===== src/rtl/rop3_pkg.sv =====
// Shared definitions for the ROP3 raster-operation unit and its stream feeder.
package rop3_pkg;

    // ROP3 mode codes understood by the ROP3 unit.
    localparam logic [7:0] ROP_BLACKNESS   = 8'h00;
    localparam logic [7:0] ROP_NOTSRCERASE = 8'h11;
    localparam logic [7:0] ROP_NOTSRCCOPY  = 8'h33;
    localparam logic [7:0] ROP_SRCERASE    = 8'h44;
    localparam logic [7:0] ROP_DSTINVERT   = 8'h55;
    localparam logic [7:0] ROP_PATINVERT   = 8'h5A;
    localparam logic [7:0] ROP_SRCINVERT   = 8'h66;
    localparam logic [7:0] ROP_SRCAND      = 8'h88;
    localparam logic [7:0] ROP_MERGEPAINT  = 8'hBB;
    localparam logic [7:0] ROP_MERGECOPY   = 8'hC0;
    localparam logic [7:0] ROP_SRCCOPY     = 8'hCC;
    localparam logic [7:0] ROP_SRCPAINT    = 8'hEE;
    localparam logic [7:0] ROP_PATCOPY     = 8'hF0;
    localparam logic [7:0] ROP_PATPAINT    = 8'hFB;
    localparam logic [7:0] ROP_WHITENESS   = 8'hFF;

    // Fixed pipeline latency of the ROP3 unit (input register + result register).
    localparam int ROP_LAT = 2;

    // Feeder control states.
    typedef enum logic [1:0] {
        IDLE  = 2'd0,
        RUN   = 2'd1,
        DRAIN = 2'd2
    } feeder_state_t;

    // True for mode codes the ROP3 unit implements; others produce 0.
    function automatic logic rop3_mode_supported(input logic [7:0] mode);
        case (mode)
            ROP_BLACKNESS, ROP_NOTSRCERASE, ROP_NOTSRCCOPY, ROP_SRCERASE,
            ROP_DSTINVERT, ROP_PATINVERT, ROP_SRCINVERT, ROP_SRCAND,
            ROP_MERGEPAINT, ROP_MERGECOPY, ROP_SRCCOPY, ROP_SRCPAINT,
            ROP_PATCOPY, ROP_PATPAINT, ROP_WHITENESS: return 1'b1;
            default: return 1'b0;
        endcase
    endfunction

endpackage


===== src/rtl/rop3_fifo.sv =====
// Fall-through FIFO: the head entry is visible on dout whenever not empty.
// dout reads as zero while empty so downstream sees clean data after reset.
module rop3_fifo #(
    parameter int W     = 9,
    parameter int DEPTH = 4
) (
    input  logic                     clk,
    input  logic                     rst_n,
    input  logic                     push,
    input  logic [W-1:0]             din,
    input  logic                     pop,
    output logic [W-1:0]             dout,
    output logic                     empty,
    output logic [$clog2(DEPTH):0]   count
);

    localparam int AW = $clog2(DEPTH);
    localparam int CW = AW + 1;

    logic [W-1:0]  mem [DEPTH];
    logic [AW-1:0] rd_ptr;
    logic [AW-1:0] wr_ptr;
    logic          full;
    logic          do_push;
    logic          do_pop;

    assign empty   = (count == '0);
    assign full    = (count == CW'(DEPTH));
    assign do_pop  = pop && !empty;
    // A push into a full FIFO is accepted only when a pop frees the slot in the same cycle.
    assign do_push = push && (!full || do_pop);
    assign dout    = empty ? '0 : mem[rd_ptr];

    // Read/write pointers and occupancy; simultaneous push and pop leave count unchanged.
    always_ff @(posedge clk or negedge rst_n) begin
        if (!rst_n) begin
            rd_ptr <= '0;
            wr_ptr <= '0;
            count  <= '0;
        end else begin
            if (do_push) wr_ptr <= wr_ptr + AW'(1);
            if (do_pop)  rd_ptr <= rd_ptr + AW'(1);
            case ({do_push, do_pop})
                2'b10:   count <= count + CW'(1);
                2'b01:   count <= count - CW'(1);
                default: count <= count;
            endcase
        end
    end

    // Storage array; contents need no reset since count gates visibility.
    always_ff @(posedge clk) begin
        if (do_push) mem[wr_ptr] <= din;
    end

endmodule


===== src/rtl/rop3_stream_feeder.sv =====
// Front end for the ROP3 unit: joins S/D streams under a command, drives the
// unit one word per cycle, tracks its 2-cycle latency and buffers results.
// The ROP3 unit cannot stall, so issue is throttled by output-FIFO credits.
module rop3_stream_feeder
    import rop3_pkg::*;
#(
    parameter int N     = 8,
    parameter int CNT_W = 8,
    parameter int DEPTH = 4
) (
    input  logic             clk,
    input  logic             rst_n,
    input  logic             cmd_valid,
    output logic             cmd_ready,
    input  logic [7:0]       cmd_mode,
    input  logic [N-1:0]     cmd_pat,
    input  logic [CNT_W-1:0] cmd_len,
    input  logic             src_valid,
    output logic             src_ready,
    input  logic [N-1:0]     src_data,
    input  logic             dst_valid,
    output logic             dst_ready,
    input  logic [N-1:0]     dst_data,
    output logic [N-1:0]     rop_p,
    output logic [N-1:0]     rop_s,
    output logic [N-1:0]     rop_d,
    output logic [7:0]       rop_mode,
    input  logic [N-1:0]     rop_result,
    output logic             out_valid,
    input  logic             out_ready,
    output logic [N-1:0]     out_data,
    output logic             out_last,
    output logic             busy,
    output logic             done
);

    localparam int CW    = $clog2(DEPTH) + 1;
    localparam int SUM_W = CW + 1;

    feeder_state_t    state;
    feeder_state_t    state_next;
    logic [7:0]       mode_q;
    logic [N-1:0]     pat_q;
    logic [CNT_W-1:0] remaining;

    // Valid/last pipeline shadowing the ROP3 unit's two internal registers.
    logic             vld_p1;
    logic             last_p1;
    logic             vld_p2;
    logic             last_p2;

    logic             done_q;
    logic             accept;
    logic             done_next;
    logic             credit_ok;
    logic             issue;
    logic             pop;
    logic [SUM_W-1:0] inflight;

    logic [CW-1:0]    fifo_count;
    logic             fifo_empty;
    logic [N:0]       fifo_head;

    // Every word between the ROP3 inputs and the FIFO output holds one credit.
    assign inflight  = SUM_W'(vld_p1) + SUM_W'(vld_p2) + SUM_W'(fifo_count);
    assign credit_ok = (inflight < SUM_W'(DEPTH));

    // S and D are taken only as a pair, so each ready depends on the other valid.
    assign issue     = (state == RUN) && src_valid && dst_valid && credit_ok;
    assign src_ready = (state == RUN) && dst_valid && credit_ok;
    assign dst_ready = (state == RUN) && src_valid && credit_ok;

    assign cmd_ready = (state == IDLE);
    assign busy      = (state != IDLE);
    assign done      = done_q;

    // Mode and pattern stay on the ROP3 inputs while any word is in flight.
    assign rop_p     = busy  ? pat_q    : '0;
    assign rop_mode  = busy  ? mode_q   : '0;
    assign rop_s     = issue ? src_data : '0;
    assign rop_d     = issue ? dst_data : '0;

    assign out_valid = !fifo_empty;
    assign out_data  = fifo_head[N:1];
    assign out_last  = fifo_head[0];
    assign pop       = out_valid && out_ready;

    // Next-state and command-completion decode.
    always_comb begin
        state_next = state;
        accept     = 1'b0;
        done_next  = 1'b0;
        case (state)
            IDLE: begin
                if (cmd_valid) begin
                    accept = 1'b1;
                    if (cmd_len == '0) begin
                        done_next = 1'b1;
                    end else begin
                        state_next = RUN;
                    end
                end
            end
            RUN: begin
                if (issue && (remaining == CNT_W'(1))) state_next = DRAIN;
            end
            DRAIN: begin
                // The last word leaving the FIFO means nothing else is in flight.
                if (pop && out_last) begin
                    state_next = IDLE;
                    done_next  = 1'b1;
                end
            end
            default: state_next = IDLE;
        endcase
    end

    // State register.
    always_ff @(posedge clk or negedge rst_n) begin
        if (!rst_n) state <= IDLE;
        else        state <= state_next;
    end

    // Word counter, completion pulse and the valid/last pipeline.
    always_ff @(posedge clk or negedge rst_n) begin
        if (!rst_n) begin
            remaining <= '0;
            done_q    <= 1'b0;
            vld_p1    <= 1'b0;
            last_p1   <= 1'b0;
            vld_p2    <= 1'b0;
            last_p2   <= 1'b0;
        end else begin
            done_q <= done_next;
            if (accept)     remaining <= cmd_len;
            else if (issue) remaining <= remaining - CNT_W'(1);
            // stage 1: word captured by the ROP3 input registers
            vld_p1  <= issue;
            last_p1 <= issue && (remaining == CNT_W'(1));
            // stage 2: word captured by the ROP3 result register
            vld_p2  <= vld_p1;
            last_p2 <= last_p1;
        end
    end

    // Command operands are latched on acceptance; output gating covers reset.
    always_ff @(posedge clk) begin
        if (accept) begin
            mode_q <= cmd_mode;
            pat_q  <= cmd_pat;
        end
    end

    rop3_fifo #(
        .W     (N + 1),
        .DEPTH (DEPTH)
    ) u_fifo (
        .clk   (clk),
        .rst_n (rst_n),
        .push  (vld_p2),
        .din   ({rop_result, last_p2}),
        .pop   (pop),
        .dout  (fifo_head),
        .empty (fifo_empty),
        .count (fifo_count)
    );

endmodule


===== config.mk =====
export PLATFORM = sky130hd
export DESIGN_NAME = rop3_stream_feeder
export DESIGN_NICKNAME = d
export VERILOG_FILES = /design/src/rtl/rop3_pkg.sv /design/src/rtl/rop3_fifo.sv /design/src/rtl/rop3_stream_feeder.sv
export SDC_FILE = /design/constraint.sdc
export NUM_CORES = 1
export LEC_CHECK = 0
export ABC_AREA = 1
export BUFFER_PORTS_ARGS = -buffer_cell sky130_fd_sc_hd__buf_2
export CORE_MARGIN = 2
export CORE_UTILIZATION = 25
export DETAILED_ROUTE_END_ITERATION = 7
export SYNTH_ARGS = -nofsm -noshare
export SYNTH_HDL_FRONTEND = slang
export SYNTH_SLANG_ARGS = --single-unit

===== constraint.sdc =====
create_clock -name clk -period 4.1 [get_ports clk]
set_clock_uncertainty 0.05 [all_clocks]
set_input_delay 0.615 -clock clk [delete_from_list [all_inputs] [get_ports clk]]
set_output_delay 0.615 -clock clk [all_outputs]
set_load 0.1 [all_outputs]

## Word-level counts from Yosys, hierarchy flattened

Memory sizes are Yosys's and may differ from the RTL's.
Cells that the tools add are included.

| storage, ports and cells | value |
|---|---|
| memory bits (writable) | 36 |
| memories | 1 |
| logic and storage cells | 73 |
| output and inout port bits | 47 |
| bits in registers | 38 |

| operators by class | value |
|---|---|
| $add $sub $neg | 7 |
| magnitude comparators | 1 |
| reductions and logical operators | 21 |
| muxes and demuxes | 21 |
| equal/unequal tests | 10 |

Memories:

| name | words | width | rd ports | clocked after memory_dff | write ports | line | RTL |
|---|---|---|---|---|---|---|---|
| u_fifo.mem | 4 | 9 | 1 | 0 | 1 | rop3_fifo.sv:20 | `logic [W-1:0] mem [DEPTH];` |

Operator list:

| cell | count |
|---|---|
| $mux W8 | 6 |
| $logic_and A1 B1 Y1 | 11 |
| $mux W9 | 1 |
| $eq A8 B1 Y1 const B | 1 |
| $logic_not A8 Y1 | 1 |
| $mux W2 | 4 |
| $sub A8 B1 Y8 const B | 1 |
| $mux W1 | 7 |
| $ne A2 B2 Y1 const B | 3 |
| $pmux W2 S3 | 1 |
| $pmux W3 S2 | 1 |
| $reduce_bool A2 Y1 | 3 |
| $add A2 B1 Y2 const B | 2 |
| $add A2 B3 Y4 | 1 |
| $eq A2 B1 Y1 const B | 2 |
| $eq A2 B2 Y1 const B | 2 |
| $lt A4 B3 Y1 const B | 1 |
| $reduce_and A4 Y1 | 1 |
| $add A3 B1 Y3 const B | 1 |
| $eq A3 B3 Y1 const B | 1 |
| $logic_not A3 Y1 | 1 |
| $sub A3 B1 Y3 const B | 1 |
| $add A1 B1 Y2 | 1 |
| $logic_not A1 Y1 | 2 |
| other kinds (4) | 4 |

## Logic depth before layout (Yosys ltp)

| depth | value |
|---|---|
| word-level depth | 8 |
| gate-level depth with buffers | 10 |
| depth with buffers taken out | 10 |

## Hierarchy

From an unflattened synthesis, not the netlist that was laid out.

| unflattened totals | value |
|---|---|
| cell total of the unflattened synthesis | 413 |
| area, all modules | 3641.0 sq um |

Modules (own cells, without submodules):

| module | cells an instance | times used | area each (sq um) |
|---|---|---|---|
| rop3_fifo | 199 | 1 | 1968.1 |
| rop3_stream_feeder | 214 | 1 | 1672.9 |

## Least setup slack after synthesis

No wires, ideal clock.

| timing path | value |
|---|---|
| path kind | register to output |
| from | register u_fifo.count[0] |
| to | output port dst_ready |
| path slack | 0.310 ns |
| arrival | 3.125 ns |
| cell stages (with the launch flop) | 7 |
| cell sequence | dfrtp_1 > ha_1 > nand2_1 > nand2_1 > nand2_1 > nand2_1 > nor3b_1 |

| on the way | value |
|---|---|
| word-level cells in the longest chain between the ends | 3 |

Ends and longest elaborated chain:

| item | line | RTL |
|---|---|---|
| start: declaration | rop3_fifo.sv:14 | `output logic [$clog2(DEPTH):0] count` |
| start signal: assignment | rop3_fifo.sv:44 | `2'b10: count <= count + CW'(1);` |
| start signal: assignment | rop3_fifo.sv:45 | `2'b01: count <= count - CW'(1);` |
| start signal: assignment | rop3_fifo.sv:46 | `default: count <= count;` |
| $add A2 B3 Y4 | rop3_stream_feeder.sv:65 | `assign inflight = SUM_W'(vld_p1) + SUM_W'(vld_p2) + SUM_W'(fifo_count);` |
| $lt A4 B3 Y1 | rop3_stream_feeder.sv:66 | `assign credit_ok = (inflight < SUM_W'(DEPTH));` |
| $logic_and A1 B1 Y1 | rop3_stream_feeder.sv:71 | `assign dst_ready = (state == RUN) && src_valid && credit_ok;` |
| end: declaration | rop3_stream_feeder.sv:22 | `output logic dst_ready,` |

No other way between the ends.

## Worst setup path in the final report

| timing path | value |
|---|---|
| from | register u_fifo.count[0] |
| to | output port rop_s[3] |

| on the way | value |
|---|---|
| word-level cells in the longest chain between the ends | 4 |

Ends and longest elaborated chain:

| item | line | RTL |
|---|---|---|
| $add A2 B3 Y4 | rop3_stream_feeder.sv:65 |  |
| $lt A4 B3 Y1 | rop3_stream_feeder.sv:66 |  |
| $logic_and A1 B1 Y1 | rop3_stream_feeder.sv:69 | `assign issue = (state == RUN) && src_valid && dst_valid && credit_ok;` |
| $mux W8 | rop3_stream_feeder.sv:80 | `assign rop_s = issue ? src_data : '0;` |
| end: declaration | rop3_stream_feeder.sv:25 | `output logic [N-1:0] rop_s,` |

No other way between the ends.

==> metrics.md <==
| Metric | Value |
|---|---|
| Yosys warns | 0 |
| Initial antenna violation count | 0 |
| Layout Utilization | 33.11% |
| Vias in the first global route | 2604 |
| Die Y | 121.5 um |
| Die X | 121.5 um |
| Share of layout cells above drive strength 1 | 26.00% |
| Sequential fraction of the synthesis area | 61.18% |
| Cts bufs inserted | 9 |
| Share of the synthesized area in the top cell type | 45.23% |
| Top Ports | 101 |
| Mapped Nets | 427 |
| Final Cycle Share | 68.70% |
| Crit Reg-Reg Startpoint | u_fifo.count[0]$_DFFE_PN0P_ |
| Fin Hold WS | 201.4 ps |
| CTS tree | built |
| Final Hold Viols | 0 |
| Largest stage delay, worst path | 450 ps |
| Main synth FF type | edfxtp_1 |
| Cells along the critical path | ha_1, nand2_1, nand2_1, nand2_1, nand3_2, nor2_1, buf_2 |
| Total congestion overflow | 0 |
| Top cells by area, synth | edfxtp_1, dfrtp_1, nor2_1, inv_1, nand2_1 |
| Routed wire length per instance | 11.86 um |
| CP dominant cell by count | nand2_1 |
| Clock root buffer | clkbuf_16 |
| Worst-Margin Slew | 956.1 ps |
| Setup WS pre-CTS | 1548 ps |
| Power Dens Cells | 817.6 nW/um^2 |
| Ant diodes | 0 |
| Distinct cell type count after synthesis | 25 |
| Tot GR Track Use | 11.18% |
| Max-Slew Margin vs Limit | 36.02% |
| Finished Layout Cells | 649 |
| Setup-failing EPs final | 0 |
| Net count, final | 531 |
| Routed vias/inst | 4.071 |
| Number of flops mapped to enable cells by yosys | 52 |
| Reg2Reg Depth | 10 |
| Resize count post-CTS | 0 |
| Post-CTS setup buffer count | 0 |
| Drt first pass iters | 4 |
| Reg-to-reg slack, setup | 1970 ps |
| Overall Power | 3.613 mW |
| Status | completed |
| Placed cell areas | 4134 sq um |
| H-tree depth | 3 |
| Cells after synthesis | 364 |
| Hold_buf cts | 0 |
| Ys async rst share | 29.73% |
| R2R Path End | u_fifo.count[2]$_DFFE_PN0P_ |
| P&R area growth vs syn | 28.02% |
| Final GP Congestion | 0.8501 |
| RSZ-0062 raised after global routing | false |
| Setup TNS | 0 ps |
| #FFs+latches synth | 74 |
| Clk slew on worst S/H paths | 60 ps |
| Clk sinks | 74 |
| Vias | 2642 |
| First DRT Iteration DRCs | 157 |
| First-pass GRT wire length | 12.62 mm |
| Peak Freq | 355.0 MHz |
| Worst setup margin | 1283 ps |
| Slew Viols, Final | 0 |
| Drt drc | 0 |
| Synth area leader | edfxtp_1 |
| Final ANT Viol Nets | 0 |
| # fillers | 1413 |
| Row count | 42 |
| Hpwl dp | 5.654 mm |
| Most frequent cell after synthesis | nor2_1 |
| Max Root-Sink Buffers | 2 |
| Slowest-stage cell, CP | buf_2 |
| Crit-path max FO | 18 |
| Synth Cell Area | 3452 sq um |
| Crit path kind | reg2out |
| Worst skew pair latency | 330 ps |
| Post-Route WL | 7.700 mm |
| Syn Area/Cell | 9.484 sq um |
| Placed insts | 633 |
| CORE AREA | 13350 sq um |
| CP Launch Type | flip-flop |
| Most instantiated cells after synthesis | nor2_1, inv_1, edfxtp_1, nand2_1, o21ai_0 |
| Die area | 14760 sq um |
| Tightest Hold Check Type | in2async |
| CP Capture Type | output pin |
| Initial core utilization | 25.86% |
| Max_cap viols | 0 |
| Post-route cell area | 4419 sq um |
| Required time of the critical path | 3430 ps |
| Port Buffers | 100 |
| Largest net degree at the start of global routing | 30 |
| Peak supply drop | 0.0003962 V |
| Crit path DAT | 2150 ps |
| Lkg Pwr | 2.104 nW |
| Tmin final | 2817 ps |
## where the power goes
group	leakage (nW)	switching, mW	internal, mW	total, mW
logic	1.22	1.48	0.345	1.82
clock network	0.142	0.286	0.463	0.749
registers	0.745	0.120	0.922	1.04
total	2.10	1.88	1.73	3.61
## sequential cells by signal (all words and copies together), names as in the netlist, 2 cells and up
signal	flops
u_fifo.rd_ptr	2
state	2
u_fifo.count	3
u_fifo.mem	36
pat_q	8
mode_q	8
u_fifo.wr_ptr	2
remaining	8
## area by class of cell
type | instances | area [sq um] | area share (%)
clock inverters | 7 | 60.06 | 1.359
repair buffers | 100 | 500.5 | 11.33
flip-flops and latches | 74 | 2112 | 47.79
multi-input cells | 218 | 1057 | 23.92
clock buffers | 9 | 225.2 | 5.096
inverters | 65 | 244.0 | 5.521
well taps | 176 | 220.2 | 4.983
## cell usage in the layout, fill, tap and decap left out
cell       netlist  final
clkinv_2         0      2
nand3_2          1      1
xor2_1           5      5
nor3b_1          1      1
clkinv_4         0      1
edfxtp_1        52     52
clkbuf_16        0      9
o21ai_0         29     29
nor2_4           1      1
buf_2            4    100
dfrtp_1         22     22
ha_1             8      8
or2_0            1      1
nor2_8           1      1
xnor2_1          2      2
bufinv_16        0      1
nor2_2           1      1
nand3_1         15     15
nand2_2          1      1
nor2_1          89     89
nand4_1          2      2
a21oi_1         11     11
nor3_1           2      2
fa_1             1      1
inv_1           60     60
clkinv_1         0      3
inv_2            5      5
nand2_1         47     47
## worst max-delay path: cells and delay by family, from the launching register on
kind | cells | cell delay [ps]
fa+ha+maj | 1 | 280
buf+inv | 1 | 450
flops | 1 | 420
simple gates | 5 | 660
## worst max path at each step
stage | end | cells after the start | startpoint | slack (ps)
final | rop_s[3] | 7 | u_fifo.count[0]$_DFFE_PN0P_ | 1280
after global routing | rop_s[3] | 7 | u_fifo.count[0]$_DFFE_PN0P_ | 1100
after CTS | rop_s[3] | 7 | u_fifo.count[0]$_DFFE_PN0P_ | 1240
after detailed placement | rop_s[3] | 6 | src_valid | 1550
after global placement | rop_d[5] | 6 | dst_valid | 1620
after floorplan | dst_ready | 6 | u_fifo.count[0]$_DFFE_PN0P_ | 310
## cell families (layout without fill, tap and decap cells)
logic type	count (synthesis)	count (layout)	synth area share [%]
fa+ha+maj	9	9	3.480
xor+xnor	7	7	1.776
simple gates	162	162	19.57
flops	74	74	61.18
compound gates	40	40	5.799
buf+inv	72	181	8.192
## per-layer routing
| layer | part of all wire (%) | up-vias | wire (um) | global-route usage [%] |
|---|---|---|---|---|
| met1 | 46 | 1200 | 3535 | 14.63 |
| met2 | 47 | 75 | 3629 | 17.49 |
| li1 | - | 1362 | - | - |
| met5 | 0 | - | 0 | 0 |
| met4 | 0.58 | 0 | 45 | 3.017 |
| met3 | 6.4 | 5 | 489 | 4.135 |
Note: power is estimated with default switching activity, not from simulation.
